<file path="src/rtl/merge_run_scheduler.sv">
// Feeds a two-lane merger from two source runs, appending a zero terminator per lane, and
// tracks merged output until the pair completes. Optional: MERGE_RUN_SCHEDULER_ZERO_GUARD_EN.

module merge_run_scheduler_lane #(
    parameter int DATA_WIDTH = 128,
    parameter int LEN_WIDTH  = 16
) (
    input  logic                  i_clk,
    input  logic                  i_rst_n,
    input  logic                  i_start,
    input  logic                  i_active,
    input  logic [LEN_WIDTH-1:0]  i_len,
    input  logic [DATA_WIDTH-1:0] i_src_data,
    input  logic                  i_src_valid,
    output logic                  o_src_ready,
    output logic [DATA_WIDTH-1:0] o_data,
    output logic                  o_empty,
    input  logic                  i_read,
    output logic                  o_term_done,
    output logic                  o_zero_hit
);
    logic [DATA_WIDTH-1:0] data_q, data_d, fwd;
    logic [LEN_WIDTH-1:0]  sent_q, sent_d;
    logic vld_q, vld_d, is_term_q, is_term_d;
    logic term_sent_q, term_sent_d, term_done_q, term_done_d;
    logic pop, free, more, ld_src, ld_term;

    assign pop         = i_read & vld_q;
    assign free        = ~vld_q | i_read;
    assign more        = sent_q < i_len;
    assign o_src_ready = i_active & free & more;
    assign ld_src      = o_src_ready & i_src_valid;
    assign ld_term     = i_active & free & ~more & ~term_sent_q;

`ifdef MERGE_RUN_SCHEDULER_ZERO_GUARD_EN
    // A zero payload would alias the terminator, so mark it by forcing bit 0.
    logic src_zero;
    assign src_zero   = (i_src_data == '0);
    assign fwd        = i_src_data | {{(DATA_WIDTH-1){1'b0}}, src_zero};
    assign o_zero_hit = ld_src & src_zero;
`else
    assign fwd        = i_src_data;
    assign o_zero_hit = 1'b0;
`endif

    always_comb begin
        data_d      = data_q;
        vld_d       = vld_q;
        is_term_d   = is_term_q;
        sent_d      = sent_q;
        term_sent_d = term_sent_q;
        term_done_d = term_done_q;
        if (pop) begin
            vld_d = 1'b0;
            if (is_term_q) term_done_d = 1'b1;
        end
        if (ld_src) begin
            data_d    = fwd;
            vld_d     = 1'b1;
            is_term_d = 1'b0;
            sent_d    = sent_q + 1'b1;
        end else if (ld_term) begin
            data_d      = '0;
            vld_d       = 1'b1;
            is_term_d   = 1'b1;
            term_sent_d = 1'b1;
        end
        if (i_start) begin
            data_d      = '0;
            vld_d       = 1'b0;
            is_term_d   = 1'b0;
            sent_d      = '0;
            term_sent_d = 1'b0;
            term_done_d = 1'b0;
        end
    end

    always_ff @(posedge i_clk) begin
        if (!i_rst_n) begin
            data_q      <= '0;
            vld_q       <= 1'b0;
            is_term_q   <= 1'b0;
            sent_q      <= '0;
            term_sent_q <= 1'b0;
            term_done_q <= 1'b0;
        end else begin
            data_q      <= data_d;
            vld_q       <= vld_d;
            is_term_q   <= is_term_d;
            sent_q      <= sent_d;
            term_sent_q <= term_sent_d;
            term_done_q <= term_done_d;
        end
    end

    assign o_data      = data_q;
    assign o_empty     = ~vld_q;
    assign o_term_done = term_done_q;
endmodule

module merge_run_scheduler #(
    parameter int DATA_WIDTH = 128,
    parameter int KEY_WIDTH  = 80,
    parameter int LEN_WIDTH  = 16
) (
    input  logic                  i_clk,
    input  logic                  i_rst_n,
    input  logic                  i_desc_valid,
    output logic                  o_desc_ready,
    input  logic [LEN_WIDTH-1:0]  i_desc_len_a,
    input  logic [LEN_WIDTH-1:0]  i_desc_len_b,
    input  logic [DATA_WIDTH-1:0] i_src_a_data,
    input  logic                  i_src_a_valid,
    output logic                  o_src_a_ready,
    input  logic [DATA_WIDTH-1:0] i_src_b_data,
    input  logic                  i_src_b_valid,
    output logic                  o_src_b_ready,
    output logic [DATA_WIDTH-1:0] o_fifo_1,
    output logic                  o_fifo_1_empty,
    input  logic                  i_fifo_1_read,
    output logic [DATA_WIDTH-1:0] o_fifo_2,
    output logic                  o_fifo_2_empty,
    input  logic                  i_fifo_2_read,
    input  logic                  i_out_write,
    input  logic [DATA_WIDTH-1:0] i_out_data,
    output logic                  o_busy,
    output logic                  o_done,
    output logic                  o_err_zero
);
    // The key field rides inside the tuple untouched; it only has to fit.
    if (KEY_WIDTH > DATA_WIDTH) begin : g_key_chk
        $error("KEY_WIDTH must not exceed DATA_WIDTH");
    end

    typedef enum logic [1:0] {S_IDLE, S_STREAM, S_DRAIN, S_DONE} state_t;

    state_t               state_q, state_d;
    logic [LEN_WIDTH-1:0] len_a_q, len_a_d, len_b_q, len_b_d;
    logic [LEN_WIDTH:0]   out_cnt_q, out_cnt_d, total;
    logic                 err_q, err_d;
    logic                 start, active, tdone_a, tdone_b, zhit_a, zhit_b;

    assign start  = (state_q == S_IDLE) & i_desc_valid;
    assign active = (state_q == S_STREAM);
    assign total  = {1'b0, len_a_q} + {1'b0, len_b_q};

    merge_run_scheduler_lane #(.DATA_WIDTH(DATA_WIDTH), .LEN_WIDTH(LEN_WIDTH)) u_lane_a (
        .i_clk(i_clk), .i_rst_n(i_rst_n), .i_start(start), .i_active(active), .i_len(len_a_q),
        .i_src_data(i_src_a_data), .i_src_valid(i_src_a_valid), .o_src_ready(o_src_a_ready),
        .o_data(o_fifo_1), .o_empty(o_fifo_1_empty), .i_read(i_fifo_1_read),
        .o_term_done(tdone_a), .o_zero_hit(zhit_a)
    );

    merge_run_scheduler_lane #(.DATA_WIDTH(DATA_WIDTH), .LEN_WIDTH(LEN_WIDTH)) u_lane_b (
        .i_clk(i_clk), .i_rst_n(i_rst_n), .i_start(start), .i_active(active), .i_len(len_b_q),
        .i_src_data(i_src_b_data), .i_src_valid(i_src_b_valid), .o_src_ready(o_src_b_ready),
        .o_data(o_fifo_2), .o_empty(o_fifo_2_empty), .i_read(i_fifo_2_read),
        .o_term_done(tdone_b), .o_zero_hit(zhit_b)
    );

    always_comb begin
        state_d   = state_q;
        len_a_d   = len_a_q;
        len_b_d   = len_b_q;
        out_cnt_d = out_cnt_q;
        o_done    = 1'b0;
        err_d     = err_q | zhit_a | zhit_b;
        // Zero tuples are terminators passing through the merger, not payload.
        if ((state_q == S_STREAM || state_q == S_DRAIN) && i_out_write && (i_out_data != '0))
            out_cnt_d = out_cnt_q + 1'b1;
        case (state_q)
            S_IDLE: begin
                if (i_desc_valid) begin
                    state_d   = S_STREAM;
                    len_a_d   = i_desc_len_a;
                    len_b_d   = i_desc_len_b;
                    out_cnt_d = '0;
                end
            end
            S_STREAM: if (tdone_a && tdone_b) state_d = S_DRAIN;
            S_DRAIN:  if (out_cnt_q == total) state_d = S_DONE;
            S_DONE: begin
                o_done  = 1'b1;
                state_d = S_IDLE;
            end
            default: state_d = S_IDLE;
        endcase
    end

    always_ff @(posedge i_clk) begin
        if (!i_rst_n) begin
            state_q   <= S_IDLE;
            len_a_q   <= '0;
            len_b_q   <= '0;
            out_cnt_q <= '0;
            err_q     <= 1'b0;
        end else begin
            state_q   <= state_d;
            len_a_q   <= len_a_d;
            len_b_q   <= len_b_d;
            out_cnt_q <= out_cnt_d;
            err_q     <= err_d;
        end
    end

    assign o_desc_ready = (state_q == S_IDLE);
    assign o_busy       = (state_q != S_IDLE);
    assign o_err_zero   = err_q;
endmodule
</file>
<file path="config.mk">
export PLATFORM = sky130hd
export DESIGN_NAME = merge_run_scheduler
export DESIGN_NICKNAME = d
export VERILOG_FILES = /design/src/rtl/merge_run_scheduler.sv
export SDC_FILE = /design/constraint.sdc
export NUM_CORES = 1
export LEC_CHECK = 0
export CORE_AREA = 2 2 265 267
export CTS_CLUSTER_DIAMETER = 200
export DETAILED_ROUTE_END_ITERATION = 16
export DIE_AREA = 0 0 267 269
export GPL_TIMING_DRIVEN = 0
export HOLD_SLACK_MARGIN = 0.05
export SYNTH_ARGS = -nofsm -noshare
export SYNTH_HDL_FRONTEND = slang
export SYNTH_SLANG_ARGS = --single-unit
</file>
<file path="constraint.sdc">
create_clock -name i_clk -period 4.3 [get_ports i_clk]
set_input_delay 0.43 -clock i_clk [delete_from_list [all_inputs] [get_ports i_clk]]
set_output_delay 0.43 -clock i_clk [all_outputs]
set_load 0.005 [all_outputs]
</file>
* Yosys cells after proc, flatten, opt, wreduce, memory -nomap -nowiden
Index checks and enable logic that the tools add are counted.
** Operators by class
- Reduce and logical (&&, ||, !) cells :: 20
- Multiplexer cells :: 18
- Bitwise operators :: 24
- Add/subtract/negate cells :: 4
- Equality and inequality tests :: 7
- Magnitude comparators :: 2
** Operators by type and width (number)
- 2-to-1 mux 128 bit :: 4
- nonzero test 128 bit :: 1
- 2-to-1 mux 17 bit :: 3
- adder 16 x 1 -> 16 bit (second input constant) :: 2
- less-than comparator 16 bit :: 2
- adder 16 x 16 -> 17 bit :: 1
- adder 17 x 1 -> 17 bit (second input constant) :: 1
- equality test 17 bit :: 1
- AND 1 bit :: 13
- AND reduction 2 bit :: 5
- NOT 1 bit :: 9
- one-hot mux 2 bit (4 select lines) :: 1
- 2-to-1 mux 1 bit :: 7
- 2-to-1 mux 2 bit :: 3
- nonzero test 2 bit :: 3
- nonzero test 3 bit :: 2
- OR reduction 3 bit :: 2
- equality test 2 bit (second input constant) :: 2
- != test 2 bit (second input constant) :: 2
- logical AND 1 bit :: 3
- AND reduction 3 bit :: 1
- equality test 2 x 1 -> 1 bit (second input constant) :: 1
- zero test 2 bit :: 1
- != test 2 x 1 -> 1 bit (second input constant) :: 1
- 3 further kinds :: 4
** Storage, ports and cells
- Logic and storage cells :: 91
- Flip-flop bits (word level) :: 347

* Depth between registers and ports, before layout
- Depth after elaboration :: 7
- Mapped depth :: 14

* Cells and area by module
A second synthesis with hierarchy kept.
** Second synthesis, totals
- Cell total of the unflattened synthesis :: 1914
- Area, all modules :: 18106.1 µm²
** By module, submodules not included
- merge_run_scheduler_lane :: sequential area each 2962.8 µm², cells an instance 738, area each 7315.8 µm², times used 2
- merge_run_scheduler :: sequential area each 1041.0 µm², cells an instance 438, area each 3474.6 µm², times used 1

* Worst setup path before layout
OpenSTA, ideal clock, no wires.
- Path kind :: reg-to-reg
- From :: register len_b_q[9]
- To :: register u_lane_b.sent_q[10]
- Path slack :: 1.650 ns
- Arrival time :: 2.591 ns
- Path buffers :: 1
- Cell stages (with the launch flop) :: 13
- Path through :: dfxtp_1 inv_1 ha_1 a21o_1 a21o_1 a2111oi_4 o211ai_2 a31oi_4 and3_1 buf_4 nand2_2 or4_1 nand2_1
** On the way
- Word-level cells in the longest chain between the ends :: 3
** Ends and longest elaborated chain
- from (decl) :: line 138 : logic [LEN_WIDTH-1:0] len_a_q, len_a_d, len_b_q, len_b_d;
- from (signal assigned) :: line 200 : len_b_q <= len_b_d;
- less-than comparator 16 bit :: line 30 : assign more = sent_q < i_len;
- AND 1 bit :: line 31 : assign o_src_ready = i_active & free & more;
- AND 1 bit :: line 32 : assign ld_src = o_src_ready & i_src_valid;
- to (signal assigned) :: line 90 : sent_q <= sent_d;
- to (decl) :: line 23 : logic [LEN_WIDTH-1:0] sent_q, sent_d;
No other way between the ends.
A chain may end at the register's enable or synchronous reset.

* Worst setup path after layout
- From :: register len_b_q[9]
- To :: output o_src_b_ready
** On the way
- Word-level cells in the longest chain between the ends :: 2
** Ends and longest elaborated chain
- less-than comparator 16 bit :: line 30
- AND 1 bit :: line 31
- to (decl) :: line 117 : output logic o_src_b_ready,
No other way between the ends.

==> metrics <==
die footprint 71800 um2; core area 69300 um2; Hold Path Class in2reg; critical path data required time 3.87 ns; Num CTS Buffers 42; min-delay src i_rst_n; Net Count, Synth 1783; area taken by multi-input logic gates 6020 um2; cell count after synthesis 1305; clock group share of total power 0.361; Final #Nets 2512; All-Layer GR Usage 0.167; Synth Area in XOR/XNOR 0.0419; final wirelength 64700 um; vias in the first global route 13600; CP Capture Type output port; reg-to-reg slack, setup 0.82 ns; GRT overflow 0; cts hold-fix bufs 0; status complete, no violations; post-CTS setup repair buffer count 0; library cells used by synthesis 57; vias 13200; main area contributors after synthesis dfxtp_1 51%, a22o_1 16%, ha_1 4.9%, nand2_1 2.7%, xor2_1 2.3%; DR WL/cell 21.5 um; Post-Syn Area 13600 um2; Post-Synth Adder-Cell Area 0.0503; Switching Share 0.304; Hold Path Sink len_b_q[15]; GPL Wtd Cong 0.837; Design Area, Final 23000 um2; Slew @ Worst Pin 0.707 ns; Leak 8.70 nW; clk sink count 347; Crit Path Class reg2out; Sw Pwr 3.01 mW; Worst Path Arrival 3.30 ns; Syn. warnings 0; Final min period 3.73 ns; most frequent cell after synthesis dfxtp_1; share of synthesized cell area in and, or, nand and nor gates 0.116; met2 Use GR 0.309; cell-internal power 6.90 mW; # H-tree levels 2; PD cells 432 nW/um2; first-pass GRT wire length 88500 um; Slew Viols, Final 0; vias per cell 4.40; Clock Skew 0.0186 ns; Clk pin slew, worst setup/hold paths 0.06 ns; final hold violation count 0; met1 usage 0.170; Combinational Power Share 0.264; Synth area leader dfxtp_1; Final period util 0.869; Critical Path Source Type flip-flop; largest net degree at the start of global routing 13; layout cells sized above 1 0.0548; Rows 97; commonest cells in the synthesized netlist 347 x dfxtp_1, 256 x a22o_1, 98 x nand2_1; sequential fraction of the synthesis area 0.511; RSZ-0062 raised after global routing no; R2R cell count 12; main combinational cell family by area after synthesis compound AO/OA/AOI/OAI gates; area grow syn2layout 69.1%; Pre-antenna DRT Iters 5; Max transition margin 0.529; Final Setup Violations 0; Worst R2R End u_lane_b.o_data[47]; Max Cap Viol 0; final hold slack 0.352 ns; Post-synth EDFFs 0; Seq. cell area 6950 um2; CTS tree done; DRC violations left 0; GR peak layer met2; CTS root buf clkbuf_16; Placement Cell Area 21600 um2; worst skew pair latency 0.56 ns; hold path depth 2; Post-synth ARST share 0; Synth top area share 0.511; Synth Flop Type dfxtp_1; Crit Path Max Fanout 6; PortBufs 685; hpwl dp 52500 um; GRT met3 Usage 0.0555; mux cell area share after synthesis 0.00295; Synth Area in Compound Gates 0.232; Max Clock Freq 268 MHz; sequential power share 0.376; initial antenna violation count 12; final-layout fill cell count 6940; Worst IR Drop VDD 246 uV; synthesis-stage register bit count 347; width of the die 267 um; syn_area_per_cell 10.4 um2; FF-to-FF Start len_b_q[9]; setup TNS 0 ns; PostCTS Resize Cnt 0; antenna-violating nets left 0; io pins 688; 1st-iter DRT viols 676; Initial Utilization 0.196; chip height 269 um; CTS Buffer Depth 3
## worst max path at each step
stage	from	endpoint	slack (ns)
floorplan	len_b_q[9]	u_lane_b.sent_q[10]	1.65
global placement	len_b_q[9]	u_lane_b.o_data[55]	0.80
detailed placement	len_b_q[9]	u_lane_b.o_data[113]	0.76
CTS	len_b_q[9]	o_src_b_ready	0.45
global route	len_b_q[9]	o_src_b_ready	0.43
finish	len_b_q[9]	o_src_b_ready	0.57
## routing by layer
metal	up-vias	wire, um
met2	547	33200
met5	-	131
met4	22	2770
met1	6268	23100
met3	120	5550
li1	6272	-
## metrics by stage
step / utilization / instances / worst slack, ns / power, mW
after floorplan: - / 1305 / 1.65 / 4.92
after detailed placement: 0.312 / 2930 / 0.762 / 6.42
after global routing: 0.332 / 3002 / 0.429 / 10.4
after CTS: 0.332 / 3001 / 0.449 / 10.1
after global placement: 0.312 / 2930 / 0.802 / 6.38
final: 0.332 / 3004 / 0.565 / 9.92
## cells in the final DEF (no fill, tap or decap), types with 34 or more instances in the layout
master | netlist | routed
clkbuf_16 | 0 | 42
ha_1 | 53 | 53
clkbuf_1 | 39 | 49
dfxtp_1 | 347 | 347
nor2_1 | 67 | 67
clkdlybuf4s50_1 | 0 | 685
nand2_1 | 98 | 98
xor2_1 | 35 | 35
a21boi_0 | 34 | 34
nor4_1 | 42 | 42
inv_1 | 41 | 41
a22o_1 | 256 | 256
## sequential cells by signal (all words and copies together) (netlist names)
signal,flops
u_lane_a.sent_q,16
u_lane_b.o_term_done,1
u_lane_a.is_term_q,1
out_cnt_q,17
u_lane_b.vld_q,1
u_lane_a.vld_q,1
len_b_q,16
len_a_q,16
u_lane_b.term_sent_q,1
u_lane_a.term_sent_q,1
u_lane_a.o_data,128
u_lane_b.is_term_q,1
u_lane_a.o_term_done,1
u_lane_b.sent_q,16
u_lane_b.o_data,128
state_q,2
## logic make-up (layout without fill, tap and decap cells)
| family | count (synthesis) | in the layout |
|---|---|---|
| buf+inv | 127 | 883 |
| flops | 347 | 347 |
| other cells | 1 | 4 |
| mux | 4 | 4 |
| compound gates | 388 | 388 |
| fa+ha+maj | 54 | 54 |
| xor+xnor | 65 | 65 |
| simple gates | 319 | 319 |
## critical path: stages, from the launching register on
cell	delay, ns
dfxtp_1	0.45
inv_1	0.08
ha_1	0.31
a21o_1	0.16
a21o_1	0.21
a2111oi_4	0.36
o211ai_2	0.17
a31oi_4	0.25
and2_1	0.16
clkdlybuf4s50_1	0.58
## power groups by stage
stage / sequential, mW / clock (mW) / combinational (mW)
after detailed placement: 3.78 / 0 / 2.63
after global placement: 3.78 / 0 / 2.59
after floorplan: 3.74 / 0 / 1.18
after global routing: 3.75 / 3.80 / 2.84
after CTS: 3.72 / 3.68 / 2.65
final: 3.73 / 3.58 / 2.61
## layout make-up
| cell class | instances | area share |
|---|---|---|
| clock inverters | 15 | 0.00904 |
| multi-input cells | 831 | 0.262 |
| flip-flops and latches | 347 | 0.302 |
| well taps | 940 | 0.0512 |
| repair buffers | 685 | 0.298 |
| inverters | 42 | 0.00686 |
| clock buffers | 56 | 0.0498 |
| plain buffers | 85 | 0.0201 |
| diodes | 3 | 0.000327 |
(Power assumes the default switching activity.)
==> RTL edit, RTL diff (config.mk and constraints unchanged) <==
`data_q` no longer has a reset.
--- a/src/rtl/merge_run_scheduler.sv
+++ b/src/rtl/merge_run_scheduler.sv
@@ -79,3 +79,2 @@
         if (!i_rst_n) begin
-            data_q      <= '0;
             vld_q       <= 1'b0;
@@ -86,3 +85,2 @@
         end else begin
-            data_q      <= data_d;
             vld_q       <= vld_d;
@@ -93,2 +91,6 @@
         end
+    end
+
+    always_ff @(posedge i_clk) begin
+        data_q <= data_d;
     end
Check against the original RTL: differs if i_rst_n is asserted again (counterexample within 4 cycles, from zero or initial values and one cycle with i_rst_n low); with i_rst_n held inactive, the same outputs for 4 cycles.
==> RTL edit against the original RTL <==
Sequential share of layout area shrank 0.090 points. Worst hold slack better by 95 ps. Die area did not move. Sequential cell count stayed put. Critical endpoint is now o_src_a_ready. Design area grew 0.30%. Setup slack worse by 56 ps. Register-to-register slack got worse by 200 ps. Count of clock-buffer cells in the layout increased by 3. Total power rose by 29%. Area after synthesis about the same. Non-clock buffer count increased by 1. Critical path type unchanged. Wire length fell by 3.5%.
==> RTL edit: results <==
[run_status]
status = complete, no violations

[placed_design]
postPlaceCellArea_mm2 = 0.0216
place_congestion = 0.992
hpwlAfterDp_um = 50700
port_buffers = 686

[power]
p_leak_uw = 0.00865
vdd_ir_drop_max_v = 0.000435

[global_routing]
grt_pass1_vias = 13900
antenna_found_initial = 10
grt_pass1_wl_um = 89700
grt_usage_pct = 16.6
grt_max_degree = 14

[yosys]
ys_top_cells_by_count = dfxtp_1, a22o_1, nand2_1
yosysSeqAreaShare_pct = 51.1
ys_types = 63
synthesis.nets = 1819
syn_avg_cell_area_um2 = 10.1

[setup_path]
cp.arrival_ps = 3360
regToRegSetupSlack_ps = 620
r2r-start = len_a_q[5]
crit_fanout = 8
r2r_end = u_lane_a.o_data[16]

[timing]
clock-skew-final_ps = 16.5
worst_pin_slew_ps = 935

[detailed_routing]
vias_per_cell = 4.43
vias = 13500
wl_um = 62400
drtIter0Drc = 738

[cts]
cts.path.max_buffers = 3
cts_root_buffer = clkbuf_16

[worst_hold_path]
hp-start = i_desc_len_a[6]

[layout]
drive_gt1_share_pct = 4.76
nNetsFinal = 2549
[RTL edit: through the flow]
stage                     hold WS [ps]  worst slack [ps]  util [%]
after CTS                          410               434      33.3
after floorplan                    437              1590         -
after global placement             451               455      31.2
after global routing               429               153      33.3
final                              447               509      33.3
after detailed placement           453               436      31.2
[RTL edit: worst max-delay path, stage by stage, from the launching register on]
cell	delay (ps)
dfxtp_1	390
inv_1	70
ha_1	310
a21o_1	160
a21o_1	170
a21oi_1	120
o21ai_0	120
a21oi_2	360
nand2_1	210
nor2_1	340
clkdlybuf4s50_1	570
[RTL edit: area by class of cell]
class / count / area (µm²)
antenna: 2 / 5.00
buffer: 85 / 349
clock buffer: 59 / 1220
clock inverter: 15 / 180
fill: 6977 / 46200
inverter: 47 / 176
multi-input combinational: 862 / 6130
sequential: 347 / 6950
tap: 940 / 1180
timing repair buffer: 686 / 6870
[RTL edit: cell families after synthesis]
family / count (synthesis) / share of synthesized area, %
muxes: 8 / 0.589
adders and majority gates: 54 / 5.02
AOI/OAI and AO/OA: 417 / 24.2
other: 1 / 0.0276
DFF: 347 / 51.1
xor gates and xnor gates: 48 / 3.09
buffers and inverters: 132 / 3.86
and+or+nand+nor: 334 / 12.1
[RTL edit: power breakdown]
group	switching (µW)	internal (µW)	total, µW
sequential	539	4030	4570
clock	1460	2170	3630
combinational	2120	2480	4600
total	4120	8680	12800
[RTL edit: worst max-delay path by stage]
stage	start	endpoint	cells after the start
after floorplan	len_b_q[9]	u_lane_b.sent_q[13]	11
after global placement	len_a_q[13]	u_lane_a.o_data[16]	12
after detailed placement	len_a_q[13]	u_lane_a.o_data[10]	12
after CTS	len_a_q[13]	u_lane_a.o_data[14]	12
after global routing	len_a_q[13]	u_lane_a.o_data[43]	12
final	len_a_q[5]	o_src_a_ready	10
[RTL edit: metal layers]
layer  track usage, %  routed length (µm)  up-vias
met3             4.47                4280       98
met1             21.0               26400     6464
met2             27.8               30100      461
li1                 -                   -     6448
met4             4.37                1470        8
met5                0                  56        -
